## config.mk

```make
export PLATFORM = sky130hd
export DESIGN_NAME = oc8051_memguard
export DESIGN_NICKNAME = d
export VERILOG_FILES = /design/src/rtl/oc8051_memguard.sv
export SDC_FILE = /design/constraint.sdc
export NUM_CORES = 1
export LEC_CHECK = 0
export BUFFER_PORTS_ARGS = -buffer_cell sky130_fd_sc_hd__buf_2
export CORE_MARGIN = 5
export CORE_UTILIZATION = 47
export CTS_CLUSTER_DIAMETER = 100
export CTS_CLUSTER_SIZE = 20
export DETAILED_ROUTE_END_ITERATION = 6
export HOLD_SLACK_MARGIN = 0.08
export PLACE_DENSITY = 0.85
export SLEW_MARGIN = 20
export SYNTH_ARGS = -nofsm -noshare
export SYNTH_HDL_FRONTEND = slang
export SYNTH_SLANG_ARGS = --single-unit
```

## constraint.sdc

```tcl
create_clock -name clk -period 1.9 [get_ports clk]
set_input_delay 0.19 -clock clk [delete_from_list [all_inputs] [get_ports clk]]
set_output_delay 0.19 -clock clk [all_outputs]
set_load 0.05 [all_outputs]
```

## src/rtl/oc8051_memguard.sv

```systemverilog
`default_nettype none
// ============================================================================
//  Module   : oc8051_memguard
//  Purpose  : Privilege-checking memory port stage behind the two-core
//             arbiter. Permitted requests go to a wait-stated memory port.
//             Denied requests end locally with ack, viol and sticky logging.
//  Option   : OC8051_MEMGUARD_TIMEOUT_EN enables a WAIT-state timeout.
//             A timed-out request completes with err=1 and data_out=8'hFF.
//  Revision : 1.0  initial release
// ============================================================================
module oc8051_memguard #(
    parameter logic [15:0] PROT_BASE = 16'hF000,
    parameter logic [15:0] PROT_TOP  = 16'hFFFF,
    parameter logic [15:0] CODE_TOP  = 16'h0FFF,
    parameter int          TIMEOUT   = 16
) (
    input  logic        clk,
    input  logic        rst,
    input  logic        stb,
    input  logic        wr,
    input  logic [15:0] addr,
    input  logic [7:0]  data_in,
    input  logic        priv_lvl,
    input  logic [15:0] dpc_ot,
    output logic        ack,
    output logic [7:0]  data_out,
    output logic        mem_cs,
    output logic        mem_we,
    output logic [15:0] mem_addr,
    output logic [7:0]  mem_wdata,
    input  logic [7:0]  mem_rdata,
    input  logic        mem_rdy,
    output logic        viol,
    output logic [15:0] viol_addr,
    output logic [15:0] viol_pc,
    output logic [7:0]  viol_cnt,
    output logic        err
);

    typedef enum logic [1:0] {
        S_IDLE = 2'd0,
        S_WAIT = 2'd1,
        S_ACK  = 2'd2
    } state_t;

    state_t      r_state, w_state_nxt;
    logic        r_ack, w_ack;
    logic        r_viol, w_viol;
    logic        r_err, w_err;
    logic        r_mem_cs, w_mem_cs;
    logic        r_mem_we, w_mem_we;
    logic [15:0] r_mem_addr, w_mem_addr;
    logic [7:0]  r_mem_wdata, w_mem_wdata;
    logic [7:0]  r_dout, w_dout;
    logic [15:0] r_vaddr, w_vaddr;
    logic [15:0] r_vpc, w_vpc;
    logic [7:0]  r_vcnt, w_vcnt;
    logic        w_deny;
    logic        w_timeout;

    // Protection rules evaluated on the live request while in IDLE.
    assign w_deny = !priv_lvl &&
                    (((addr >= PROT_BASE) && (addr <= PROT_TOP)) ||
                     (wr && (addr <= CODE_TOP)));

`ifdef OC8051_MEMGUARD_TIMEOUT_EN
    localparam logic [7:0] c_wait_limit = 8'(TIMEOUT - 1);
    logic [7:0] r_wcnt;

    // WAIT-cycle counter; held at zero outside WAIT so it is clear on entry.
    always_ff @(posedge clk) begin
        if (rst || (r_state != S_WAIT)) begin
            r_wcnt <= 8'd0;
        end else begin
            r_wcnt <= r_wcnt + 8'd1;
        end
    end

    assign w_timeout = (r_wcnt == c_wait_limit);
`else
    assign w_timeout = 1'b0;
`endif

    // State register and all registered outputs.
    always_ff @(posedge clk) begin
        if (rst) begin
            r_state     <= S_IDLE;
            r_ack       <= 1'b0;
            r_viol      <= 1'b0;
            r_err       <= 1'b0;
            r_mem_cs    <= 1'b0;
            r_mem_we    <= 1'b0;
            r_mem_addr  <= 16'h0000;
            r_mem_wdata <= 8'h00;
            r_dout      <= 8'h00;
            r_vaddr     <= 16'h0000;
            r_vpc       <= 16'h0000;
            r_vcnt      <= 8'h00;
        end else begin
            r_state     <= w_state_nxt;
            r_ack       <= w_ack;
            r_viol      <= w_viol;
            r_err       <= w_err;
            r_mem_cs    <= w_mem_cs;
            r_mem_we    <= w_mem_we;
            r_mem_addr  <= w_mem_addr;
            r_mem_wdata <= w_mem_wdata;
            r_dout      <= w_dout;
            r_vaddr     <= w_vaddr;
            r_vpc       <= w_vpc;
            r_vcnt      <= w_vcnt;
        end
    end

    // Next-state and next-output decode; pulses default low, data holds.
    always_comb begin
        w_state_nxt = r_state;
        w_ack       = 1'b0;
        w_viol      = 1'b0;
        w_err       = 1'b0;
        w_mem_cs    = 1'b0;
        w_mem_we    = 1'b0;
        w_mem_addr  = r_mem_addr;
        w_mem_wdata = r_mem_wdata;
        w_dout      = r_dout;
        w_vaddr     = r_vaddr;
        w_vpc       = r_vpc;
        w_vcnt      = r_vcnt;
        case (r_state)
            S_IDLE: begin
                if (stb) begin
                    w_mem_addr  = addr;
                    w_mem_wdata = data_in;
                    if (w_deny) begin
                        w_state_nxt = S_ACK;
                        w_ack       = 1'b1;
                        w_viol      = 1'b1;
                        w_dout      = 8'hFF;
                        w_vaddr     = addr;
                        w_vpc       = dpc_ot;
                        w_vcnt      = (r_vcnt == 8'hFF) ? r_vcnt : r_vcnt + 8'd1;
                    end else begin
                        w_state_nxt = S_WAIT;
                        w_mem_cs    = 1'b1;
                        w_mem_we    = wr;
                    end
                end
            end
            S_WAIT: begin
                if (mem_rdy) begin
                    // Ready wins over a timeout reached in the same cycle.
                    w_state_nxt = S_ACK;
                    w_ack       = 1'b1;
                    if (!r_mem_we) begin
                        w_dout = mem_rdata;
                    end
                end else if (w_timeout) begin
                    w_state_nxt = S_ACK;
                    w_ack       = 1'b1;
                    w_err       = 1'b1;
                    w_dout      = 8'hFF;
                end else begin
                    w_mem_cs = 1'b1;
                    w_mem_we = r_mem_we;
                end
            end
            S_ACK: begin
                w_state_nxt = S_IDLE;
            end
            default: begin
                w_state_nxt = S_IDLE;
            end
        endcase
    end

    assign ack       = r_ack;
    assign data_out  = r_dout;
    assign mem_cs    = r_mem_cs;
    assign mem_we    = r_mem_we;
    assign mem_addr  = r_mem_addr;
    assign mem_wdata = r_mem_wdata;
    assign viol      = r_viol;
    assign viol_addr = r_vaddr;
    assign viol_pc   = r_vpc;
    assign viol_cnt  = r_vcnt;
    assign err       = r_err;

endmodule
`default_nettype wire

```

==> summary.txt, run 1 <==
Largest net degree at the start of global routing: 57
Internal Power: 2.53 mW
Family with the most delay on the worst path: compound AO/OA/AOI/OAI gates
Crit path capture type: flip-flop
All-layer global routing usage: 20.3%
GPL Wtd Cong: 0.763
Pwr Density: 880 nW/um^2
Worst setup margin: 0.223 ns
Synth-to-layout area growth: 32.0%
#FFs+latches synth: 78
Relative slew margins: 57.6%
CTS Buf Count: 9
First-pass GRT wire length: 13900 um
Fmax: 0.596 GHz
Clock power frac: 35.0%
Peak VDD IR: 0.538 mV
HPWL after DPL: 6030 um
Grt total ovfl: 0
FF+latch area: 1560 um^2
Die area: 8190 um^2
Distinct cells, synth: 43
Final setup vio count: 0
Hold WS: 0.0952 ns
Share of layout cells above drive strength 1: 33.9%
Avg WL per Cell: 15.1 um
Final wirelength: 8490 um
Row cnt: 29
Critical path launch point type: flip-flop
Clk_skew: 0.0107 ns
Status: finished, final reports clean
Clock sinks: 78
Slew Limit Fails: 0
Clock insertion delay at the later pin of the skew report: 0.34 ns
Crit path cell chain: ha_1 -> inv_1 -> o311ai_2 -> o21ai_0 -> a21oi_1
CP max FO: 6
Leakage: 1.75 nW
First-pass detailed-route iteration total: 4
Post-layout util: 63.7%
Crit path largest cell delay: 0.46 ns
Fill cell count: 536
CTS tree: built
Syn Area/Cell: 8.49 um^2
Clock Path Buffers: 2
Setup WS pre-CTS: 0.106 ns
Area of the multi-input gates: 1350 um^2
WP data required: 2.17 ns
Sw power: 1.01 mW
Worst path bufs/invs: 1
Most frequent cells in the layout: buf_2, dfxtp_1, a21oi_1, nand2_1, nand3_1
Post-cts resize count: 0
Fin area: 4020 um^2
Core area: 6310 um^2
Setup TNS: 0 ns
Clock-pin slew on the worst setup and hold paths: 0.08 ns
Die height: 90.5 um
Nets: 538
Synthesized area: 3050 um^2
Port Buffers: 129
CP max stage cell: o311ai_2
I/O pins: 131
Initial core utilization: 48.3%
Register share of total power: 48.8%
Final Hold Vio Count: 0
Post-route DRC: 0
DRT iter0 DRCs: 147
Final Critical Period: 1.68 ns
Critical path class: flip-flop to flip-flop
H-Tree Depth: 3
Chip Width: 90.5 um
Number of global-route vias before repair: 2976
Combinational power share: 16.2%
Switching Fraction: 28.6%
RSZ-0062 raised after global routing: no
Crit path DAT: 1.94 ns
Vias: 3058
Remaining antenna violation count after routing: 0
Mapped Nets: 414
Vias per std cell: 5.42
Syn Inst Count: 359
Initial antenna violation count: 1
Root buffer cell: clkbuf_8
Period utilisation layout: 88.3%
MaxCap Viol Count: 0
Ant. Diodes: 0
Placed instance area: 3750 um^2
Tightest Pin Transition: 0.634 ns
Seq/Total Area, Yosys: 51.3%
Yosys warnings: 0
Most common cell after layout, fill and taps aside: buf_2
Hold WC Path Type: primary input to flip-flop
-- area by class of cell --
type,instances,area share (%)
Clock inverter,3,1.09
Inverter,4,0.373
Multi-Input combinational cell,246,33.5
Timing Repair Buffer,144,19.9
Sequential cell,78,38.8
Tap cell,77,2.40
Clock buffer,12,3.86
-- through the flow --
step                      power, mW  instances
after floorplan                2.15        359
after CTS                      3.56        564
final                          3.54        564
after global placement         2.31        542
after global routing           3.68        564
after detailed placement       2.32        542
-- power groups by stage --
stage / sequential, mW / clock, mW / combinational, mW
final: 1.73 / 1.24 / 0.572
after global routing: 1.73 / 1.33 / 0.612
after CTS: 1.73 / 1.26 / 0.574
after detailed placement: 1.76 / 0 / 0.562
after global placement: 1.76 / 0 / 0.552
after floorplan: 1.95 / 0 / 0.192
-- synthesized netlist by cell type, drive strengths merged --
library cell,number,area share (%)
nor4,2,1.1
o2bb2ai,1,0.49
a21oi,60,9.9
ha,1,0.41
nand3,31,5.1
or3,2,0.41
a2bb2oi,1,0.49
mux2i,1,0.33
or2,2,0.41
nand2b,1,0.21
nand2,51,6.4
nand4bb,1,0.37
o311ai,4,1.6
clkbuf,17,2.1
o41ai,3,1.1
mux2,2,0.74
nor2b,3,0.62
a211oi,8,2.0
a22oi,1,0.25
nor4bb,1,0.33
nand4,2,0.41
o2111ai,2,0.58
dfxtp,78,51
nor3,4,0.66
nor2,22,2.7
buf,14,2.6
o21ai,36,6.0
conb,1,0.12
nor3b,2,0.66
inv,4,0.49
and3,1,0.21
-- metal layers --
metal | vias to the layer above | track usage [%] | part of all wire, %
li1 | 1505 | - | -
met1 | 1384 | 23.0 | 41
met2 | 136 | 34.0 | 47
met3 | 31 | 5.83 | 8.0
met4 | 2 | 11.2 | 3.3
met5 | - | 0 | 0.18
-- tightest hold or removal path: cells and delay by family --
kind / cells / cell delay [ns]
AND/OR/NAND/NOR: 1 / 0.05
AO/OA/AOI/OAI: 1 / 0.05
buffers and inverters: 1 / 0.11
-- state kept, by name, indices dropped and copies added (netlist names), 2 cells and up --
signal / flops
mem_addr: 16
data_out: 8
viol_addr: 16
mem_wdata: 8
r_state: 2
viol_cnt: 8
viol_pc: 16
-- what timing repair did --
| item | 4_1_cts | 5_1_grt |
|---|---|---|
| hold endpoints to repair | 7 | 0 |
| setup buffers | 0 | 0 |
| hold buffers | 7 | 0 |
-- kinds of logic (layout without fill, tap and decap cells) --
logic type | Yosys count | after routing | share of synthesized area (%)
DFF | 78 | 78 | 51.3
adders and majority gates | 1 | 1 | 0.411
and+or+nand+nor | 125 | 125 | 19.5
other | 1 | 1 | 0.123
buffers and inverters | 35 | 163 | 5.17
AOI/OAI and AO/OA | 116 | 116 | 22.4
muxes | 3 | 3 | 1.07
-- path summary, 6_finish.rpt --
path,cells past startpoint,to,slack [ns],from
worst max-delay path,5,viol_cnt[3]$_SDFFE_PP0P_,0.22,viol_cnt[0]$_SDFFE_PP0P_
worst min-delay path,3,mem_addr[5]$_SDFFE_PP0P_,0.1,addr[5]
worst max register to register,5,viol_cnt[3]$_SDFFE_PP0P_,0.22,viol_cnt[0]$_SDFFE_PP0P_
worst min register to register,2,mem_addr[9]$_SDFFE_PP0P_,0.45,mem_addr[9]$_SDFFE_PP0P_
Note: power is estimated with default switching activity, not from simulation.
==> run 2: changes to the inputs <==
--- a/config.mk
+++ b/config.mk
@@ -6,6 +6,7 @@
 export NUM_CORES = 1
 export LEC_CHECK = 0
 export BUFFER_PORTS_ARGS = -buffer_cell sky130_fd_sc_hd__buf_2
+export CORE_ASPECT_RATIO = 2
 export CORE_MARGIN = 5
 export CORE_UTILIZATION = 47
 export CTS_CLUSTER_DIAMETER = 100
@@ -13,6 +14,7 @@
 export DETAILED_ROUTE_END_ITERATION = 6
 export HOLD_SLACK_MARGIN = 0.08
 export PLACE_DENSITY = 0.85
+export SKIP_LAST_GASP = 1
 export SLEW_MARGIN = 20
 export SYNTH_ARGS = -nofsm -noshare
 export SYNTH_HDL_FRONTEND = slang
==> run 2 against run 1 <==
Fmax decreased by 3.6%; sequential cell count did not move; clock skew decreased by 0.0072 ns; largest cell class unchanged; highest routed layer is now met4.
==> summary.txt, run 2 (synthesized netlist as in run 1, its figures left out) <==
Hold WC Path Type: primary input to flip-flop
Leakage: 1.77 nW
RR Startpoint: r_state[1]$_SDFFE_PP0P_
Tightest Pin Transition: 0.509 ns
Row cnt: 41
Grt total ovfl: 0
Nets: 534
Clock insertion delay at the later pin of the skew report: 0.32 ns
First-pass detailed-route iteration total: 4
Reg-to-reg slack, setup: 0.16 ns
CTS tree: built
FF+latch area: 1560 um^2
Remaining antenna violation count after routing: 0
Area of the multi-input gates: 1350 um^2
Vias: 3027
Slew Limit Fails: 0
Status: finished, final reports clean
Avg WL per Cell: 15.1 um
Period utilisation layout: 91.6%
Core area: 6310 um^2
Port Buffers: 129
GPL Wtd Cong: 0.842
Ant. Diodes: 0
Crit path DAT: 1.96 ns
Share of layout cells above drive strength 1: 34.3%
Most common cell after layout, fill and taps aside: buf_2
Die area: 8290 um^2
Final wirelength: 8610 um
H-Tree Depth: 3
First-pass GRT wire length: 13300 um
Setup TNS: 0 ns
Post-cts resize count: 0
R2R Path End: viol_cnt[2]$_SDFFE_PP0P_
Critical path class: flip-flop to flip-flop
Vias per std cell: 5.31
Die height: 124 um
CTS Hold Bufs: 0
Number of global-route vias before repair: 2919
CTS Buf Count: 9
Clk_skew: 0.00350 ns
All-layer global routing usage: 21.0%
Synth-to-layout area growth: 32.6%
Initial antenna violation count: 0
HPWL after DPL: 6360 um
Initial core utilization: 48.3%
Chip Width: 66.9 um
Clock Path Buffers: 2
Post-route DRC: 0
RSZ-0062 raised after global routing: no
MaxCap Viol Count: 0
I/O pins: 131
Relative slew margins: 66.1%
Final Power: 3.87 mW
Pwr Density: 958 nW/um^2
Reg2reg path depth: 4
Most frequent cells in the layout: buf_2, dfxtp_1, a21oi_1, nand2_1, nand3_1
Post-CTS Setup Inserts: 0
Root buffer cell: clkbuf_16
Peak VDD IR: 0.828 mV
Clock-pin slew on the worst setup and hold paths: 0.05 ns
Post-layout util: 64.0%
Clock sinks: 78
Final setup vio count: 0
WP data required: 2.12 ns
Final Critical Period: 1.74 ns
DRT iter0 DRCs: 210
Crit path capture type: flip-flop
Critical path launch point type: flip-flop
CP max FO: 24
CP startpoint: r_state[1]$_SDFFE_PP0P_
Fill cell count: 577
Largest net degree at the start of global routing: 32
Fmax: 0.575 GHz
Final Hold Vio Count: 0
Worst setup endpoint: viol_cnt[2]$_SDFFE_PP0P_
==> run 2: cell count changes in the layout (fill, tap and decap cells not counted), moves of 2 or more <==
cell and delta:
dlygate4sd3_1 -7, clkbuf_8 -8, clkbuf_1 +3, buf_4 +5, clkbuf_16 +9, buf_12 -2
==> run 2: final cells by class <==
| cell class | count | share of cell area, % |
|---|---|---|
| inverter | 4 | 0.372 |
| timing repair buffer | 140 | 18.0 |
| multi-input combinational | 246 | 33.3 |
| clock buffer | 16 | 6.97 |
| sequential | 78 | 38.6 |
| tap | 86 | 2.66 |
==> run 2: routing by layer <==
layer	track usage, %	up-vias	part of all wire (%)
li1	-	1493	-
met3	4.96	31	5.5
met2	36.8	106	54
met4	14.0	0	4.5
met5	0	-	0
met1	21.4	1397	36
==> run 2: report_power, final <==
group          internal [mW]  switching (mW)
sequential              1.70          0.0322
combinational          0.150           0.412
clock                  0.993           0.590
==> run 2: per-stage QoR <==
step	area, um^2	cells	hold slack, ns	worst slack (ns)
4_1_cts	4040	570	0.0963	0.168
2_1_floorplan	3050	359	0.326	0.104
3_3_place_gp	3760	554	0.429	0.231
6_report	4040	570	0.102	0.160
5_1_grt	4040	570	0.106	0.0302
3_5_place_dp	3760	554	0.441	0.186
==> run 2: worst min-delay path by stage <==
stage,cells past startpoint,slack (ns),to,startpoint
after global placement,3,0.43,mem_wdata[3]$_SDFFE_PP0P_,data_in[3]
after CTS,3,0.1,mem_wdata[6]$_SDFFE_PP0P_,data_in[6]
after detailed placement,3,0.44,mem_wdata[6]$_SDFFE_PP0P_,data_in[6]
after floorplan,2,0.33,mem_addr[6]$_SDFFE_PP0P_,addr[6]
final,3,0.10,mem_wdata[6]$_SDFFE_PP0P_,data_in[6]
after global routing,3,0.11,mem_wdata[5]$_SDFFE_PP0P_,data_in[5]
==> run 2: worst max-delay path, stage by stage (launching register included) <==
cell and delay (ns):
dfxtp_1 0.38, nor3b_4 0.44, buf_4 0.35, nand2_2 0.20, o41ai_2 0.26
